File: src/rtl/matmul_pkg.sv
// matmul_pkg: shared defaults, counter width and lane slice helpers for matmul_array.
package matmul_pkg;
  localparam int LANES_D = 16;
  localparam int DW_D = 8;
  localparam int ACCW_D = 32;
  localparam int K_DEPTH_D = 16;
  localparam logic [0:0] EMPTY = 1'b0;
  localparam logic [0:0] FULL = 1'b1;
  function automatic int kw(int k_depth);
    return $clog2(k_depth) + 1;
  endfunction
  function automatic int lo(int lane, int w);
    return lane * w;
  endfunction
endpackage

File: src/rtl/matmul_if.sv
// matmul_if: input beat stream and result port of matmul_array.
interface matmul_if import matmul_pkg::*; #(
  parameter int LANES = LANES_D,
  parameter int DW = DW_D,
  parameter int ACCW = ACCW_D,
  parameter int K_DEPTH = K_DEPTH_D
);
  logic valid_i;
  logic in_rdy_o;
  logic [LANES*DW-1:0] din_i;
  logic [DW-1:0] win_i;
  logic vld_o;
  logic rdy_i;
  logic [LANES*ACCW-1:0] matmul_o;
  logic [kw(K_DEPTH)-1:0] k_cnt_o;
  modport master (output valid_i, din_i, win_i, rdy_i, input in_rdy_o, vld_o, matmul_o, k_cnt_o);
  modport slave (input valid_i, din_i, win_i, rdy_i, output in_rdy_o, vld_o, matmul_o, k_cnt_o);
endinterface

File: src/rtl/matmul_lane.sv
// matmul_lane: one MAC lane; the accumulator restarts after the last beat of a tile.
// MATMUL_SAT_EN selects a saturating accumulate instead of wrap-around.
module matmul_lane #(
  parameter int DW = 8,
  parameter int ACCW = 32,
  parameter bit SIGNED = 0
) (
  input  logic            clk_i,
  input  logic            rstn_i,
  input  logic            acc_en,
  input  logic            last,
  input  logic            clear,
  input  logic [DW-1:0]   din,
  input  logic [DW-1:0]   win,
  output logic [ACCW-1:0] sum
);
  logic [ACCW-1:0] a, b, prod, acc;
  assign a = {{(ACCW-DW){SIGNED && din[DW-1]}}, din};
  assign b = {{(ACCW-DW){SIGNED && win[DW-1]}}, win};
  assign prod = a * b;
`ifdef MATMUL_SAT_EN
  logic [ACCW:0] raw;
  logic ovf;
  // signed overflow: operands agree in sign but the sum does not
  always_comb begin
    raw = {1'b0, acc} + {1'b0, prod};
    ovf = SIGNED ? (acc[ACCW-1] == prod[ACCW-1]) && (raw[ACCW-1] != acc[ACCW-1]) : raw[ACCW];
    sum = !ovf ? raw[ACCW-1:0] : SIGNED ? {acc[ACCW-1], {(ACCW-1){!acc[ACCW-1]}}} : '1;
  end
`else
  assign sum = acc + prod;
`endif
  always_ff @(posedge clk_i or negedge rstn_i)
    if (!rstn_i) acc <= '0;
    else if (clear || (acc_en && last)) acc <= '0;
    else if (acc_en) acc <= sum;
endmodule

File: src/rtl/matmul_array.sv
// matmul_array: weight-broadcast MAC array with a separate result register so draining overlaps accumulation.
// Define MATMUL_SAT_EN for saturating accumulation.
module matmul_array import matmul_pkg::*; #(
  parameter int LANES = LANES_D,
  parameter int DW = DW_D,
  parameter int ACCW = ACCW_D,
  parameter int K_DEPTH = K_DEPTH_D,
  parameter bit SIGNED = 0
) (
  input logic     clk_i,
  input logic     rstn_i,
  input logic     en_i,
  input logic     clear_i,
  matmul_if.slave bus
);
  localparam int KW = kw(K_DEPTH);
  logic [KW-1:0] k;
  logic [0:0] state;
  logic [LANES*ACCW-1:0] sum, out;
  logic last, acc_en, load;
  assign last = k == KW'(K_DEPTH - 1);
  // only a last beat can stall: it needs the result register free
  assign bus.in_rdy_o = !(last && state == FULL && !bus.rdy_i);
  assign acc_en = en_i && bus.valid_i && bus.in_rdy_o;
  assign load = acc_en && last && !clear_i;
  assign bus.vld_o = state == FULL;
  assign bus.matmul_o = out;
  assign bus.k_cnt_o = k;
  always_ff @(posedge clk_i or negedge rstn_i)
    if (!rstn_i) begin
      k <= '0;
      state <= EMPTY;
      out <= '0;
    end else begin
      k <= (clear_i || load) ? '0 : acc_en ? k + 1'b1 : k;
      state <= load ? FULL : bus.rdy_i ? EMPTY : state;
      if (load) out <= sum;
    end
  for (genvar i = 0; i < LANES; i++) begin : g_lane
    matmul_lane #(.DW(DW), .ACCW(ACCW), .SIGNED(SIGNED)) u_lane (
      .clk_i  (clk_i),
      .rstn_i (rstn_i),
      .acc_en (acc_en),
      .last   (last),
      .clear  (clear_i),
      .din    (bus.din_i[lo(i, DW) +: DW]),
      .win    (bus.win_i),
      .sum    (sum[lo(i, ACCW) +: ACCW])
    );
  end
endmodule
File: src/flat_wrapper.sv
// flat-port wrapper written by rule: the top's interface ports become plain ports
module matmul_array_flat import matmul_pkg::*;
#(
  parameter int LANES = LANES_D,
  parameter int DW = DW_D,
  parameter int ACCW = ACCW_D,
  parameter int K_DEPTH = K_DEPTH_D,
  parameter bit SIGNED = 0
)
  (clk_i, rstn_i, en_i, clear_i, bus_valid_i, bus_din_i, bus_win_i, bus_rdy_i, bus_in_rdy_o, bus_vld_o, bus_matmul_o, bus_k_cnt_o);
  matmul_if #(.LANES(LANES), .DW(DW), .ACCW(ACCW), .K_DEPTH(K_DEPTH)) bus_i ();
  input logic clk_i;
  input logic rstn_i;
  input logic en_i;
  input logic clear_i;
  input wire logic [$bits(bus_i.valid_i)-1:0] bus_valid_i;
  input wire logic [$bits(bus_i.din_i)-1:0] bus_din_i;
  input wire logic [$bits(bus_i.win_i)-1:0] bus_win_i;
  input wire logic [$bits(bus_i.rdy_i)-1:0] bus_rdy_i;
  output wire logic [$bits(bus_i.in_rdy_o)-1:0] bus_in_rdy_o;
  output wire logic [$bits(bus_i.vld_o)-1:0] bus_vld_o;
  output wire logic [$bits(bus_i.matmul_o)-1:0] bus_matmul_o;
  output wire logic [$bits(bus_i.k_cnt_o)-1:0] bus_k_cnt_o;
  assign bus_i.valid_i = bus_valid_i;
  assign bus_i.din_i = bus_din_i;
  assign bus_i.win_i = bus_win_i;
  assign bus_i.rdy_i = bus_rdy_i;
  assign bus_in_rdy_o = bus_i.in_rdy_o;
  assign bus_vld_o = bus_i.vld_o;
  assign bus_matmul_o = bus_i.matmul_o;
  assign bus_k_cnt_o = bus_i.k_cnt_o;
  matmul_array #(.LANES(LANES), .DW(DW), .ACCW(ACCW), .K_DEPTH(K_DEPTH), .SIGNED(SIGNED)) u_core (.clk_i(clk_i), .rstn_i(rstn_i), .en_i(en_i), .clear_i(clear_i), .bus(bus_i));
endmodule
File: config.mk
export PLATFORM = sky130hd
export DESIGN_NAME = matmul_array_flat
export DESIGN_NICKNAME = d
export VERILOG_FILES = /design/src/rtl/matmul_pkg.sv /design/src/rtl/matmul_if.sv /design/src/rtl/matmul_lane.sv /design/src/rtl/matmul_array.sv /design/src/flat_wrapper.sv
export SDC_FILE = /design/constraint.sdc
export NUM_CORES = 2
export LEC_CHECK = 0
export BUFFER_PORTS_ARGS = -buffer_cell sky130_fd_sc_hd__buf_2
export CAP_MARGIN = 25
export CELL_PAD_IN_SITES_DETAIL_PLACEMENT = 0
export CELL_PAD_IN_SITES_GLOBAL_PLACEMENT = 1
export CORE_AREA = 8 8 486 488
export DETAILED_ROUTE_END_ITERATION = 16
export DIE_AREA = 0 0 494 496
export PLACE_DENSITY = 0.82
export SLEW_MARGIN = 20
export SYNTH_ARGS = -nofsm -noshare
export SYNTH_HDL_FRONTEND = slang
export SYNTH_SLANG_ARGS = --single-unit
File: constraint.sdc
create_clock -name clk_i -period 8.9 [get_ports clk_i]
set_input_delay 2.67 -clock clk_i [delete_from_list [all_inputs] [get_ports clk_i]]
set_output_delay 2.67 -clock clk_i [all_outputs]
set_load 0.05 [all_outputs]
==> results.txt <==
Status: finished, final reports clean
Pre-Repair DR Iteration Count: 6
Die width: 494 um
# fillers: 22.0k
Clock buffer depth: 3
Met3 WL: 17,000 um
Setup Skew: 34.4 ps
Post-synth EDFFs: 0
DRC Markers: 0
Initial Util: 0.397
Vias per cell: 5.41
Largest net degree at the start of global routing: 179
Core area: 229,000 um^2
H-tree depth: 4
Most common cell after layout, fill and taps aside: nand2_1
Max Transition Viols Final: 0
Register area share after synthesis: 0.284
Arr. time, crit path: 8990 ps
Leakage: 53.6 nW
Final min period: 8270 ps
Final nets: 12.5k
Slew margin rel.: 0.189
CP Max Fanout: 24
Top Layer Used: met5
Synth Flop Type: dfrtp_1
Post-Syn Area per Cell: 9.00 um^2
Synth unique cells: 103
Layout area overhead: 15.5%
GPL Wtd Cong: 0.906
I/O pin total: 661
Synth top area share: 0.284
Synth warn: 0
Vias: 76.1k
Peak VDD IR: 0.211 mV
Total grt overflow: 0
Clock root cell: clkbuf_16
Final Util: 0.459
Worst slew pin tran: 1220 ps
Tcrit/Tclk final: 0.929
DRT antenna net count: 0
WL/cell: 20.5 um
CTS tree: built
Max frequency: 121 MHz
Finish-stage setup viols: 0
Post-CTS Setup Inserts: 0
Port Buffers: 660
Asr flop ratio synth: 1.00
Setup TNS: 0 ps
Most area-consuming cells after synthesis: dfrtp_1 (28%), fa_1 (13%), ha_1 (12%)
Initial antenna violation count: 56
DR iter-0 viols: 5,269
PD cells: 268 nW/um^2
Max Cap Viol: 0
M1 wire length: 130,000 um
Die Span Y: 496 um
RSZ-0062 raised after global routing: false
Synthesized area: 90,700 um^2
Commonest cells after routing, fill and taps aside: nand2_1 (1,358), dfrtp_1 (1,030), inv_1 (1,004)
Layout cells sized above 1: 0.137
Post-CTS Hold Buffers: 0
Row count: 176
DRT Wirelength: 289,000 um
Mapped Cells: 10.1k
Final hold violations: 0
HP Class: reg2reg
Clk sinks: 1,030
Post-DP HPWL: 220,000 um
Vias in the first global route: 77.7k
Worst-path clk slew: 50 ps
Kind of critical path: in2reg
First-pass GRT wire length: 452,000 um
Die ar.: 245,000 um^2
WP data required: 9620 ps
CTS resizes: 0
Worst-skew pair later-pin latency: 830 ps
GRT Resource Usage Total: 0.231
Synth Register Bits: 1,030
Synthesized Nets: 11.7k
Cts bufs inserted: 133
Cell type with the largest total area after synthesis: dfrtp_1
Critical path startpoint category: input port
Met2 wire len: 128,000 um
CP endpoint kind: flop
## worst max-delay path, cell delays in order
cell and delay [ps]:
buf_4 180, buf_12 170, buf_12 170, buf_4 160
and2_1 150, fa_1 440, fa_1 460, ha_1 290
inv_1 50, fa_1 480, inv_1 40, ha_1 310
a21o_1 190, a21oi_1 190, o21bai_1 80, a21oi_1 190
o21bai_1 110, a211o_1 350, or4_1 410, nand3_1 200
ha_1 220, nand2_1 110, a2111oi_2 510, buf_4 240
o2111ai_1 180, xor2_1 200, o21ai_0 190
## flip-flops by register name, summed over array words and instances, names as in the netlist
signal	cells
u_core.bus.vld_o	1
u_core.bus.k_cnt_o	5
u_core.bus.matmul_o	512
u_core.g_lane.u_lane.acc	512
## Yosys cell counts (all sizes together), types with 22 or more instances
library cell,n
and4,22
o21ai,650
nand2,1358
and2,911
fa,592
nand3,171
a2111oi,33
nor3b,40
or2,24
a41oi,25
o211ai,40
a211oi,43
o21bai,89
o21a,53
a21oi,412
nand4,69
o31ai,63
nor2,290
and3,110
nor4,46
mux2,54
nand2b,50
dfrtp,1030
nor2b,43
a31oi,133
a21o,165
a22o,239
or3,59
inv,1004
clkbuf,382
ha,866
buf,52
nor3,118
mux2i,25
xor2,174
xnor2,423
## metrics by stage
stage / hold WS [ps] / area [um^2] / setup WS (ps) / instances / power, mW
6_report: 469 / 105000 / 632 / 14100 / 28.0
5_1_grt: 490 / 105000 / 272 / 14100 / 30.3
4_1_cts: 472 / 105000 / 736 / 14000 / 28.1
3_5_place_dp: 458 / 100000 / -119 / 13800 / 22.4
3_3_place_gp: 453 / 100000 / -37.0 / 13800 / 22.1
2_1_floorplan: 456 / 90700 / 410 / 10100 / 17.0
## area by class of cell
class / count / area (um^2) / share of cell area
Inverter: 1004 / 3770 / 0.0360
Antenna cell: 33 / 82.6 / 0.000788
Clock buffer: 177 / 3740 / 0.0356
Sequential cell: 1030 / 25800 / 0.246
Tap cell: 3026 / 3790 / 0.0361
Timing Repair Buffer: 1132 / 7490 / 0.0714
Multi-Input combinational cell: 7609 / 59600 / 0.568
Clock inverter: 54 / 618 / 0.00590
## kinds of logic (layout without fill, tap and decap cells)
kind of cell	Yosys count	count (layout)	synth area share
and+or+nand+nor	3365	3365	0.186
AOI/OAI and AO/OA	2110	2110	0.153
adders and majority gates	1458	1458	0.250
buffers and inverters	1438	2367	0.0599
DFF	1030	1030	0.284
xor gates and xnor gates	597	597	0.0576
muxes	79	79	0.00946
other	0	33	0
## power by group
group          leakage [nW]  switching (mW)  internal, mW
Combinational          37.2            9.85          7.38
Clock                  2.14            2.30          3.22
Sequential             14.3           0.257          5.03
## metal layers
| metal | track usage | vias to the layer above |
|---|---|---|
| met5 | 0 | - |
| met4 | 0.105 | 10 |
| met3 | 0.0396 | 459 |
| met2 | 0.359 | 2145 |
| met1 | 0.316 | 37800 |
| li1 | - | 35700 |
## final timing paths
path	from	end	slack (ps)	cells past startpoint
setup / recovery	bus_win_i[2]	u_core.bus.matmul_o[189]$_DFFE_PN0P_	630	27
hold / removal	u_core.bus.matmul_o[294]$_DFFE_PN0P_	u_core.bus.matmul_o[294]$_DFFE_PN0P_	470	2
setup reg to reg	u_core.bus.k_cnt_o[0]$_DFFE_PN0P_	u_core.g_lane[2].u_lane.acc[29]$_DFFE_PN0P_	5190	8
hold reg to reg	u_core.bus.matmul_o[294]$_DFFE_PN0P_	u_core.bus.matmul_o[294]$_DFFE_PN0P_	470	2
max in group asynchronous	rstn_i	u_core.bus.matmul_o[198]$_DFFE_PN0P_	5240	3
min in group asynchronous	rstn_i	u_core.g_lane[5].u_lane.acc[31]$_DFFE_PN0P_	1880	1
No activity file was read; power rests on OpenSTA's default activity.
